--- src/rtl/sd_sector_reader.sv ---
// sd_sector_reader: walks one 512-byte sector as 256 word reads on the content
// port and serializes the words into a valid/ready byte stream.
// Optional build macro SD_SECTOR_READER_CRC16_EN appends CRC16-CCITT
// (crc[15:8] then crc[7:0]) after the data bytes.
module sd_sector_reader #(
   parameter int unsigned SECTOR_W  = 32,
   parameter int unsigned LSB_FIRST = 1
) (
   input  logic                clk,
   input  logic                rst_n,
   input  logic                start,
   input  logic [SECTOR_W-1:0] sector,
   input  logic                abort,
   output logic                busy,
   output logic                rdreq,
   output logic [SECTOR_W+7:0] rdaddr,
   input  logic [15:0]         rddata,
   output logic                out_valid,
   output logic [7:0]          out_data,
   input  logic                out_ready,
   output logic                out_last
);

`ifdef SD_SECTOR_READER_CRC16_EN
   typedef enum logic [2:0] {StIdle, StFetch, StWait, StLo, StHi, StCrc0, StCrc1} state_e;
`else
   typedef enum logic [2:0] {StIdle, StFetch, StWait, StLo, StHi} state_e;
`endif

   state_e              state_q, state_d;
   logic [SECTOR_W-1:0] sector_q, sector_d;
   logic [7:0]          idx_q, idx_d;
   logic [15:0]         word_q, word_d;
   logic [7:0]          first_byte, second_byte;
   logic                last_word;

`ifdef SD_SECTOR_READER_CRC16_EN
   logic [15:0]         crc_q, crc_d;

   // CRC16-CCITT, one byte, MSB first, no reflection
   function automatic logic [15:0] crc16_byte(input logic [15:0] c, input logic [7:0] b);
      logic [15:0] r;
      r = c;
      for (int i = 7; i >= 0; i--) begin
         if (r[15] ^ b[i]) r = {r[14:0], 1'b0} ^ 16'h1021;
         else              r = {r[14:0], 1'b0};
      end
      return r;
   endfunction
`endif

   assign first_byte  = (LSB_FIRST != 0) ? word_q[7:0]  : word_q[15:8];
   assign second_byte = (LSB_FIRST != 0) ? word_q[15:8] : word_q[7:0];
   assign last_word   = (idx_q == 8'hFF);
   assign busy        = (state_q != StIdle);

   // Next-state, prefetch strobe and stream outputs
   always_comb begin
      state_d   = state_q;
      sector_d  = sector_q;
      idx_d     = idx_q;
      word_d    = word_q;
`ifdef SD_SECTOR_READER_CRC16_EN
      crc_d     = crc_q;
`endif
      rdreq     = 1'b0;
      rdaddr    = {sector_q, idx_q};
      out_valid = 1'b0;
      out_data  = 8'h00;
      out_last  = 1'b0;
      unique case (state_q)
         StIdle: begin
            if (start) begin
               state_d  = StFetch;
               sector_d = sector;
               idx_d    = 8'h00;
`ifdef SD_SECTOR_READER_CRC16_EN
               crc_d    = 16'h0000;
`endif
            end
         end
         StFetch: begin
            rdreq   = 1'b1;
            state_d = StWait;
         end
         StWait: begin
            word_d  = rddata;
            state_d = StLo;
         end
         StLo: begin
            out_valid = 1'b1;
            out_data  = first_byte;
            // Address of the next word, so the prefetch lands while HI is shown
            rdaddr    = {sector_q, idx_q + 8'd1};
            if (out_ready) begin
               rdreq   = !last_word;
               state_d = StHi;
`ifdef SD_SECTOR_READER_CRC16_EN
               crc_d   = crc16_byte(crc_q, first_byte);
`endif
            end
         end
         StHi: begin
            out_valid = 1'b1;
            out_data  = second_byte;
`ifndef SD_SECTOR_READER_CRC16_EN
            out_last  = last_word;
`endif
            if (out_ready) begin
`ifdef SD_SECTOR_READER_CRC16_EN
               crc_d = crc16_byte(crc_q, second_byte);
`endif
               if (!last_word) begin
                  word_d  = rddata;
                  idx_d   = idx_q + 8'd1;
                  state_d = StLo;
               end else begin
`ifdef SD_SECTOR_READER_CRC16_EN
                  state_d = StCrc0;
`else
                  state_d = StIdle;
`endif
               end
            end
         end
`ifdef SD_SECTOR_READER_CRC16_EN
         StCrc0: begin
            out_valid = 1'b1;
            out_data  = crc_q[15:8];
            if (out_ready) state_d = StCrc1;
         end
         StCrc1: begin
            out_valid = 1'b1;
            out_data  = crc_q[7:0];
            out_last  = 1'b1;
            if (out_ready) state_d = StIdle;
         end
`endif
         default: state_d = StIdle;
      endcase
      // Abort overrides everything; registers other than state are frozen so
      // rdaddr does not move while idle.
      if (abort) begin
         state_d  = StIdle;
         rdreq    = 1'b0;
         sector_d = sector_q;
         idx_d    = idx_q;
         word_d   = word_q;
`ifdef SD_SECTOR_READER_CRC16_EN
         crc_d    = crc_q;
`endif
      end
   end

   // State and datapath registers
   always_ff @(posedge clk or negedge rst_n) begin
      if (!rst_n) begin
         state_q  <= StIdle;
         sector_q <= '0;
         idx_q    <= 8'h00;
         word_q   <= 16'h0000;
`ifdef SD_SECTOR_READER_CRC16_EN
         crc_q    <= 16'h0000;
`endif
      end else begin
         state_q  <= state_d;
         sector_q <= sector_d;
         idx_q    <= idx_d;
         word_q   <= word_d;
`ifdef SD_SECTOR_READER_CRC16_EN
         crc_q    <= crc_d;
`endif
      end
   end

endmodule

--- config.mk ---
export PLATFORM = sky130hd
export DESIGN_NAME = sd_sector_reader
export DESIGN_NICKNAME = d
export VERILOG_FILES = /design/src/rtl/sd_sector_reader.sv
export SDC_FILE = /design/constraint.sdc
export NUM_CORES = 1
export LEC_CHECK = 0
export ABC_CLOCK_PERIOD_IN_PS = 3490
export CAP_MARGIN = 20
export CORE_MARGIN = 2
export CORE_UTILIZATION = 45
export CTS_CLUSTER_DIAMETER = 40
export CTS_CLUSTER_SIZE = 24
export DETAILED_ROUTE_END_ITERATION = 8
export PLACE_DENSITY = 0.85
export SYNTH_ARGS = -nofsm -noshare
export SYNTH_HDL_FRONTEND = slang
export SYNTH_SLANG_ARGS = --single-unit
--- constraint.sdc ---
create_clock -name clk -period 3.49 [get_ports clk]
set_input_delay 0.349 -clock clk [delete_from_list [all_inputs] [get_ports clk]]
set_output_delay 0.349 -clock clk [all_outputs]
set_load 0.02 [all_outputs]
; Word level (Yosys, flattened, before mapping)
; Cells that the tools add are included.
[word_totals]
word_cells = 47
output_inout_bits = 52
mem_bits_rw = 0
inputBits = 53
rom_bits = 0
latchBits = 0
reg_bits = 59
n_memories = 0
[classes]
n_mul = 0
n_addsub = 1
bitwise_logic = 1
shifts = 0
magnitude_cmp = 0
reduce_logical = 10
div_mod_pow = 0
n_eq_ne = 11
n_mux = 20
[op_table]
columns = op, n
row1 = $mux 16, 2
row2 = $mux 8, 4
row3 = $pmux 16 s2, 1
row4 = $pmux 8 s2, 2
row5 = $pmux 3 s5, 1
row6 = $mux 3, 4
row7 = $ne 3x3->1 const B, 3
row8 = $add 8x1->8 const B, 1
row9 = $eq 8x8->1 const B, 1
row10 = $eq 3x2->1 const B, 2
row11 = $ne 2x2->1 const B, 3
row12 = $reduce_and 3->1, 2
row13 = $reduce_and 5->1, 1
row14 = $mux 1, 4
row15 = $reduce_and 4->1, 1
row16 = $reduce_bool 2->1, 2
row17 = $eq 3x1->1 const B, 1
row18 = $eq 3x3->1 const B, 1
row19 = $logic_not 3->1, 1
row20 = $reduce_bool 3->1, 1
row21 = $mux 2, 1
row22 = $pmux 1 s2, 1
row23 = $reduce_or 2->1, 1
row24 = $logic_not 1->1, 1
row25 = $not 1->1, 1

; Depth between registers and ports, before layout
; Gate-level depths: netlist of run 1.
[depth]
ltp_word = 5
ltp_mapped = 7
ltp_nobuf = 5

; Worst setup path before layout of run 1
; OpenSTA, ideal clock, no wires.
[synth_path]
kind = flip-flop to output port
startpoint = register state_q[1]
endpoint = output rdaddr[4]
required_ps = 3141
slack_ps = 1473
stages_incl_launch_ff = 7
arrival_time_ps = 1668
n_path_buf = 2
cell_sequence = dfrtp_1 clkbuf_1 nand2_1 or2_2 clkbuf_1 nor2_1 xor2_1
[synth_between]
elab_chain_len = 2
[synth_lines]
columns = item, line
row1 = start: declaration, 30  ; state_e state_q, state_d;
row2 = start signal: assignment, 158  ; state_q <= StIdle;
row3 = start signal: assignment, 166  ; state_q <= state_d;
row4 = $eq 3x2->1, 71  ; unique case (state_q)
row5 = $mux 8, 71
row6 = end: declaration, 16  ; output logic [SECTOR_W+7:0] rdaddr,
; Every way passes these cells.

; Worst setup path after layout of run 1
[layout_path]
startpoint = register state_q[1]
endpoint = output rdaddr[6]
; The elaborated chain is that of the path after synthesis.

==> reports/qor.csv, run 1 <==
metric,value,unit
outcome,completed,
p_total,2.53,mW
synth.yosys.warnings,0,
drt-initial-drc-count,80,
maxCapViolCount,0,
antenna_found_initial,0,
clock_sinks,59,
numPlacedInstances,381,
coreArea,5920,um^2
p_leak,1.71,nW
num_rows,28,
crit_chain,nand2_1 -> or2_2 -> nor3_1 -> xnor2_1 -> clkdlybuf4s50_1,
period_needed,2770,ps
drive_above_1_share,0.233,
arrival,2420,ps
p_clk_frac,0.256,
hold_viol_final,0,
grt_use_total,0.198,
finalSetupViolCount,0,
finalClockSkew,9.30,ps
instances_no_fill,397,
die-width,82.1,um
drv_slew,0,
post-place-ws,994,ps
start_util,0.464,
ys_seq_elements,59,
timing.final.crit_share,0.794,
hold_slack,83.5,ps
cts_tree,yes,
final_cell_mix,"clkdlybuf4s50_1, dfrtp_1, mux2_2",
wl_per_cell,15.6,um
min_path_type,primary input to async pin,
drc_errors,0,
grt_max_degree,34,
num-fill-cells,437,
critPathMaxFanout,12,
clk_pin_slew,70,ps
postCtsHoldBufs,0,
final_cell_area,4040,um^2
slowest_stage,clkdlybuf4s50_1,
nets,371,
clock_latency,340,ps
diodes,0,
cts_setup_buffers,0,
fmax,0.361,GHz
die_area,6740,um^2
numCtsBuffers,9,
grt-ovfl-total,0,
criticalPathCategory,register to output pin,
via_count,2076,
layout_setup_ws,717,ps
p_per_area,626,nW/um^2
end_kind,output pin,
intPower,1.79,mW
ios,105,
finalWirelength,6180,um
required,3140,ps
power_switching,741,uW
dp_hpwl,4530,um
seqPwrFrac,0.408,
routabilityCongestion,0.824,
rsz0062_at_grt,false,
finalCoreUtilization,0.682,
cpPeakStageDelay,620,ps
tns,0,ps
ctsRootBufferMaster,clkbuf_8,
clockBufferDepth,2,
worst_pin_slew,759,ps
die_h,82.1,um
synth_cell_types,39,
grt_pass1_wl,9880,um
via_per_inst,5.23,
yosysSeqAreaShare,0.538,
numPortBuffers,104,
detail-route-antenna-nets,0,
syn_area_per_cell,13.0,um^2
multiInputGateArea,1190,um^2
final_common_cell,clkdlybuf4s50_1,
cts_resized,0,
postPlaceCellArea,3830,um^2
grt_pass1_vias,2015,
regArea,1480,um^2
h-tree-depth,3,
syn_inst,211,
combinationalPowerShare,0.336,
firstDrtPassIters,4,
netSwitchingFraction,0.293,
critPathLaunchType,register,
synth_area,2750,um^2
syn_to_final_growth,47.1,%
max_slew_margin,0.494,
synthesis.nets,265,
ir_drop,0.000351,V
-- synthesized netlist by cell type, drive strengths merged --
cell type | instances | area share
dfrtp | 59 | 0.54
mux2 | 48 | 0.21
nor2 | 11 | 0.018
nand2 | 9 | 0.013
a22o | 8 | 0.026
o21ai | 7 | 0.013
buf | 6 | 0.018
clkbuf | 6 | 0.0082
o22a | 6 | 0.019
nor3 | 5 | 0.0091
xnor2 | 5 | 0.016
and2 | 4 | 0.0091
nand3 | 3 | 0.0055
or3 | 3 | 0.0068
xor2 | 3 | 0.0096
a21bo | 2 | 0.0073
a21oi | 2 | 0.0036
a2bb2oi | 2 | 0.013
and3 | 2 | 0.0046
inv | 2 | 0.0027
nand4 | 2 | 0.0046
o211ai | 2 | 0.0055
o21a | 2 | 0.0055
o31ai | 2 | 0.0055
ha | 1 | 0.0046
nand2b | 1 | 0.0023
nand3b | 1 | 0.0027
nor2b | 1 | 0.0023
nor4 | 1 | 0.0023
o22ai | 1 | 0.0023
o311ai | 1 | 0.0032
or2 | 1 | 0.0023
or3b | 1 | 0.0032
or4 | 1 | 0.0041
-- logic make-up (layout without fill, tap and decap cells) --
kind of cell | count (synthesis) | after routing | synth area share
AOI/OAI and AO/OA | 35 | 35 | 0.103
xor gates and xnor gates | 8 | 8 | 0.0255
adders and majority gates | 1 | 1 | 0.00456
buffers and inverters | 14 | 125 | 0.0287
DFF | 59 | 59 | 0.538
muxes | 48 | 48 | 0.211
and+or+nand+nor | 46 | 46 | 0.0898
-- critical path, delay by kind of cell, from the launching register on --
family                    cells  cell delay (ps)
xor gates and xnor gates      1              150
buffers and inverters         1              620
DFF                           1              550
and+or+nand+nor               3              770
-- path summary, 6_finish.rpt --
kind / start / end / slack [ps] / cells past startpoint
max: state_q[1] / rdaddr[6] / 720 / 5
min: rst_n / sector_q[7] / 80 / 1
max reg2reg: idx_q[0] / word_q[2] / 1130 / 5
min reg2reg: sector_q[15] / sector_q[15] / 510 / 1
max in group asynchronous: rst_n / state_q[0] / 2570 / 2
min in group clk: sector_q[15] / sector_q[15] / 510 / 1
-- routing by layer --
metal / part of all wire / routed length, um / track usage / vias to the layer above
met1: 0.43 / 2650 / 0.244 / 1016
met5: 0 / 0 / 0 / -
li1: - / - / - / 977
met3: 0.067 / 413 / 0.0772 / 6
met4: 0.0081 / 50 / 0.0650 / 0
met2: 0.50 / 3070 / 0.322 / 77
-- flip-flops by register name, summed over array words and instances, names as in the netlist --
register,flops
word_q,16
sector_q,32
idx_q,8
state_q,3
-- power by group through the flow --
stage,Clock (mW),Sequential [mW],Combinational [mW]
3_3_place_gp,0,1.03,0.836
2_1_floorplan,0,1.16,0.325
5_1_grt,0.699,1.06,0.899
3_5_place_dp,0,1.04,0.856
6_report,0.647,1.03,0.849
4_1_cts,0.666,1.03,0.860
-- area by class of cell --
cell class / count / area share
sequential: 59 / 0.366
multi-input combinational: 138 / 0.295
timing repair buffer: 107 / 0.262
clock buffer: 12 / 0.0409
tap: 75 / 0.0232
clock inverter: 4 / 0.0118
inverter: 2 / 0.00186
Note: power is estimated with default switching activity, not from simulation.
==> run 2: changes to the inputs <==
- ABC_CLOCK_PERIOD_IN_PS: 3490 -> 2340
- CORE_UTILIZATION: 45 -> 40
- PLACE_DENSITY: 0.85 -> 0.8
- clock period: 3.49 -> 2.34 ns (I/O delays scaled with it)
==> reports/qor.csv, run 2 (synthesis results as in run 1) <==
metric,value,unit
use_met1,0.221,
outcome,completed,
grt-ovfl-total,0,
die_area,7540,um^2
end_kind,output pin,
final_common_cell,clkdlybuf4s50_1,
tns,0,ps
nets,382,
max_slew_margin,0.568,
rr_worst_depth,5,
numPlacedInstances,396,
cts_tree,yes,
reg_top3,"sector_q: 32 flops, word_q: 16 flops, idx_q: 8 flops",
firstDrtPassIters,4,
cts_setup_buffers,0,
die-width,86.8,um
wl_per_cell,15.3,um
top_usage_layer,met2,
finalWirelength,6340,um
routabilityCongestion,0.852,
final_cell_mix,"clkdlybuf4s50_1, dfrtp_1, mux2_2",
p_per_area,895,nW/um^2
drc_errors,0,
maxCapViolCount,0,
required,2110,ps
grt_max_degree,34,
coreArea,6720,um^2
grt_pass1_wl,10500,um
diodes,0,
min_path_type,primary input to async pin,
finalClockSkew,9.04,ps
grt_use_total,0.180,
criticalPathCategory,register to output pin,
clk_pin_slew,70,ps
fmax,0.443,GHz
grtUsageMet2,0.300,
via_per_inst,5.23,
p_total,3.71,mW
post-place-ws,172,ps
grtUsageMet3,0.0457,
hold_viol_final,0,
clockBufferDepth,2,
numCtsBuffers,9,
num-fill-cells,557,
layout_setup_ws,81.7,ps
clock_sinks,59,
ios,105,
hold_slack,469,ps
start_util,0.409,
clock_latency,330,ps
postPlaceCellArea,3930,um^2
via_count,2160,
ctsRootBufferMaster,clkbuf_8,
drive_above_1_share,0.264,
num_rows,30,
instances_no_fill,413,
detail-route-antenna-nets,0,
drt-initial-drc-count,84,
finalSetupViolCount,0,
arrival,2020,ps
ir_drop,0.000502,V
largest_reg_flops,32,
die_h,86.8,um
finalCoreUtilization,0.618,
grt_pass1_vias,2220,
dp_hpwl,4600,um
syn_to_final_growth,51.2,%
worst_pin_slew,646,ps
numPortBuffers,104,
p_leak,1.90,nW
final_cell_area,4150,um^2
critPathLaunchType,register,
rsz0062_at_grt,false,
critPathMaxFanout,9,
drv_slew,0,
top_register,sector_q,
timing.final.crit_share,0.965,
period_needed,2260,ps
antenna_found_initial,0,
h-tree-depth,3,
-- run 2: cell count changes in the layout (fill, tap and decap cells not counted), moves of 2 or more --
| cell | change |
|---|---|
| dlymetal6s2s_1 | +6 |
| nand3_1 | -2 |
| clkbuf_8 | -2 |
| nand3_2 | +2 |
| buf_4 | +9 |
| clkdlybuf4s50_1 | -13 |
| dlygate4sd2_1 | +7 |
-- run 2: worst max-delay path: stages (launching register included) --
cell	delay (ps)
dfrtp_1	430
nand2_1	130
or2_2	390
nor3_1	260
xnor2_1	140
dlygate4sd2_1	350
-- run 2: per-layer routing --
metal / vias up / part of all wire
met1: 1086 / 0.41
met3: 9 / 0.056
li1: 996 / -
met5: - / 0
met4: 0 / 0.013
met2: 69 / 0.52
-- run 2: cell type report --
| cell class | count | area (um^2) | area share |
|---|---|---|---|
| Clock inverter | 5 | 52.6 | 0.0127 |
| Tap cell | 80 | 100 | 0.0241 |
| Clock buffer | 11 | 141 | 0.0341 |
| Timing Repair Buffer | 118 | 1160 | 0.280 |
| Multi-Input combinational cell | 138 | 1210 | 0.292 |
| Inverter | 2 | 7.51 | 0.00181 |
| Sequential cell | 59 | 1480 | 0.356 |
-- run 2: path summary, 6_finish.rpt --
| check | endpoint | slack [ps] | startpoint |
|---|---|---|---|
| setup / recovery | rdaddr[6] | 80 | state_q[1] |
| hold / removal | sector_q[15] | 470 | rst_n |
| setup reg to reg | word_q[3] | 270 | idx_q[1] |
| hold reg to reg | sector_q[27] | 510 | sector_q[27] |
| max in group asynchronous | sector_q[20] | 1270 | rst_n |
| min in group clk | sector_q[27] | 510 | sector_q[27] |
-- run 2: what timing repair did --
item	in CTS	in global routing
hold buffers	1	0
setup endpoints to repair	15	10
gates resized for setup	10	8
hold endpoints to repair	26	0
-- run 2: power by group --
part	internal, mW	switching, mW	total (mW)
clock	0.515	0.394	0.909
sequential	1.35	0.176	1.52
combinational	0.749	0.531	1.28
total	2.61	1.10	3.71
==> run 3: changes to the inputs <==
- CORE_MARGIN: 2 -> default
==> reports/qor.csv, run 3 (synthesis results as in run 1) <==
metric,value,unit
grt_pass1_vias,2203,
dp_hpwl,4290,um
num_rows,29,
max_slew_margin,0.514,
criticalPathCategory,register to output pin,
tns,0,ps
maxCapViolCount,0,
hold_viol_final,0,
intPower,2.64,mW
diodes,0,
wl_per_cell,15.0,um
numPortBuffers,104,
rr_startpoint,idx_q[0],
finalSetupViolCount,0,
final_cell_area,4100,um^2
period_needed,2230,ps
regArea,1480,um^2
worst_pin_slew,729,ps
fmax,0.448,GHz
drive_above_1_share,0.258,
power_switching,1.08,mW
h-tree-depth,3,
drv_slew,0,
num-fill-cells,535,
ir_drop,0.000540,V
p_per_area,906,nW/um^2
seqPwrFrac,0.412,
combinationalPowerShare,0.342,
routabilityCongestion,0.850,
min_path_type,primary input to async pin,
die_h,84.8,um
required,2110,ps
p_clk_frac,0.246,
arrival,2000,ps
ctsRootBufferMaster,clkbuf_8,
critPathMaxFanout,5,
finalCoreUtilization,0.631,
p_leak,1.79,nW
drc_errors,7,
drt-initial-drc-count,90,
final_common_cell,clkdlybuf4s50_1,
p_total,3.71,mW
clock_sinks,59,
multiInputGateArea,1210,um^2
postPlaceCellArea,3890,um^2
die-width,84.8,um
detail-route-antenna-nets,0,
grt_max_degree,60,
nets,379,
grt-ovfl-total,0,
timing.final.crit_share,0.955,
crit_start,state_q[1],
coreArea,6490,um^2
clock_latency,330,ps
clk_pin_slew,60,ps
antenna_found_initial,0,
die_area,7200,um^2
rsz0062_at_grt,false,
critPathLaunchType,register,
netSwitchingFraction,0.290,
start_util,0.423,
via_per_inst,5.14,
violations,DRC,
postCtsHoldBufs,0,
end_kind,output pin,
firstDrtPassIters,8,
clockBufferDepth,2,
top_register,sector_q,
final_cell_mix,"clkdlybuf4s50_1, dfrtp_1, mux2_2",
ios,105,
grt_pass1_wl,10300,um
finalClockSkew,6.34,ps
finalWirelength,6110,um
reg_top3,"sector_q: 32 flops, word_q: 16 flops, idx_q: 8 flops",
numCtsBuffers,9,
grt_use_total,0.186,
cts_setup_buffers,0,
cts_tree,yes,
syn_to_final_growth,49.2,%
largest_reg_flops,32,
via_count,2086,
outcome,finished with violations,
## run 3: critical path: stages, from the launching register on
cell,delay (ps)
dfrtp_1,420
nand2_1,130
nor2_4,210
buf_4,170
a22o_1,150
clkdlybuf4s50_1,600
## run 3: cell type report
type / count / area share
flip-flops and latches: 59 / 0.361
multi-input cells: 138 / 0.295
repair buffers: 115 / 0.271
clock buffers: 13 / 0.0388
well taps: 77 / 0.0235
clock inverters: 2 / 0.00855
inverters: 2 / 0.00183
## run 3: worst paths after layout
| kind | endpoint | slack [ps] | cells past startpoint |
|---|---|---|---|
| worst max-delay path | out_data[6] | 110 | 5 |
| worst min-delay path | sector_q[22] | 50 | 2 |
| worst max register to register | word_q[14] | 220 | 5 |
| worst min register to register | sector_q[1] | 500 | 1 |
| max in group asynchronous | state_q[0] | 1770 | 2 |
| min in group clk | sector_q[1] | 500 | 1 |
## run 3: routing by layer
metal | part of all wire | vias up | GRT usage
li1 | - | 986 | -
met1 | 0.44 | 1012 | 0.228
met2 | 0.47 | 77 | 0.305
met3 | 0.068 | 11 | 0.0506
met4 | 0.017 | 0 | 0.0940
met5 | 0 | - | 0
## run 3: what timing repair did
| action | 4_1_cts | 5_1_grt |
|---|---|---|
| cloned | 0 | 0 |
| pin swaps | 0 | 1 |
| setup endpoints to repair | 18 | 10 |
| resized for setup | 14 | 4 |
## run 3: power groups by stage
stage / sequential (mW) / clock, mW / combinational [mW]
final: 1.53 / 0.913 / 1.27
after global routing: 1.57 / 0.984 / 1.35
after detailed placement: 1.54 / 0 / 1.29
after global placement: 1.52 / 0 / 1.26
after CTS: 1.53 / 0.945 / 1.28
after floorplan: 1.73 / 0 / 0.485
## run 3: stage by stage
stage | hold slack (ps) | setup slack (ps) | std cells
after CTS | 72.4 | 16.3 | 406
after global routing | 108 | 9.25 | 406
after detailed placement | 434 | 97.3 | 391
after global placement | 430 | 143 | 391
final | 54.0 | 106 | 406
after floorplan | -61.6 | 393 | 211
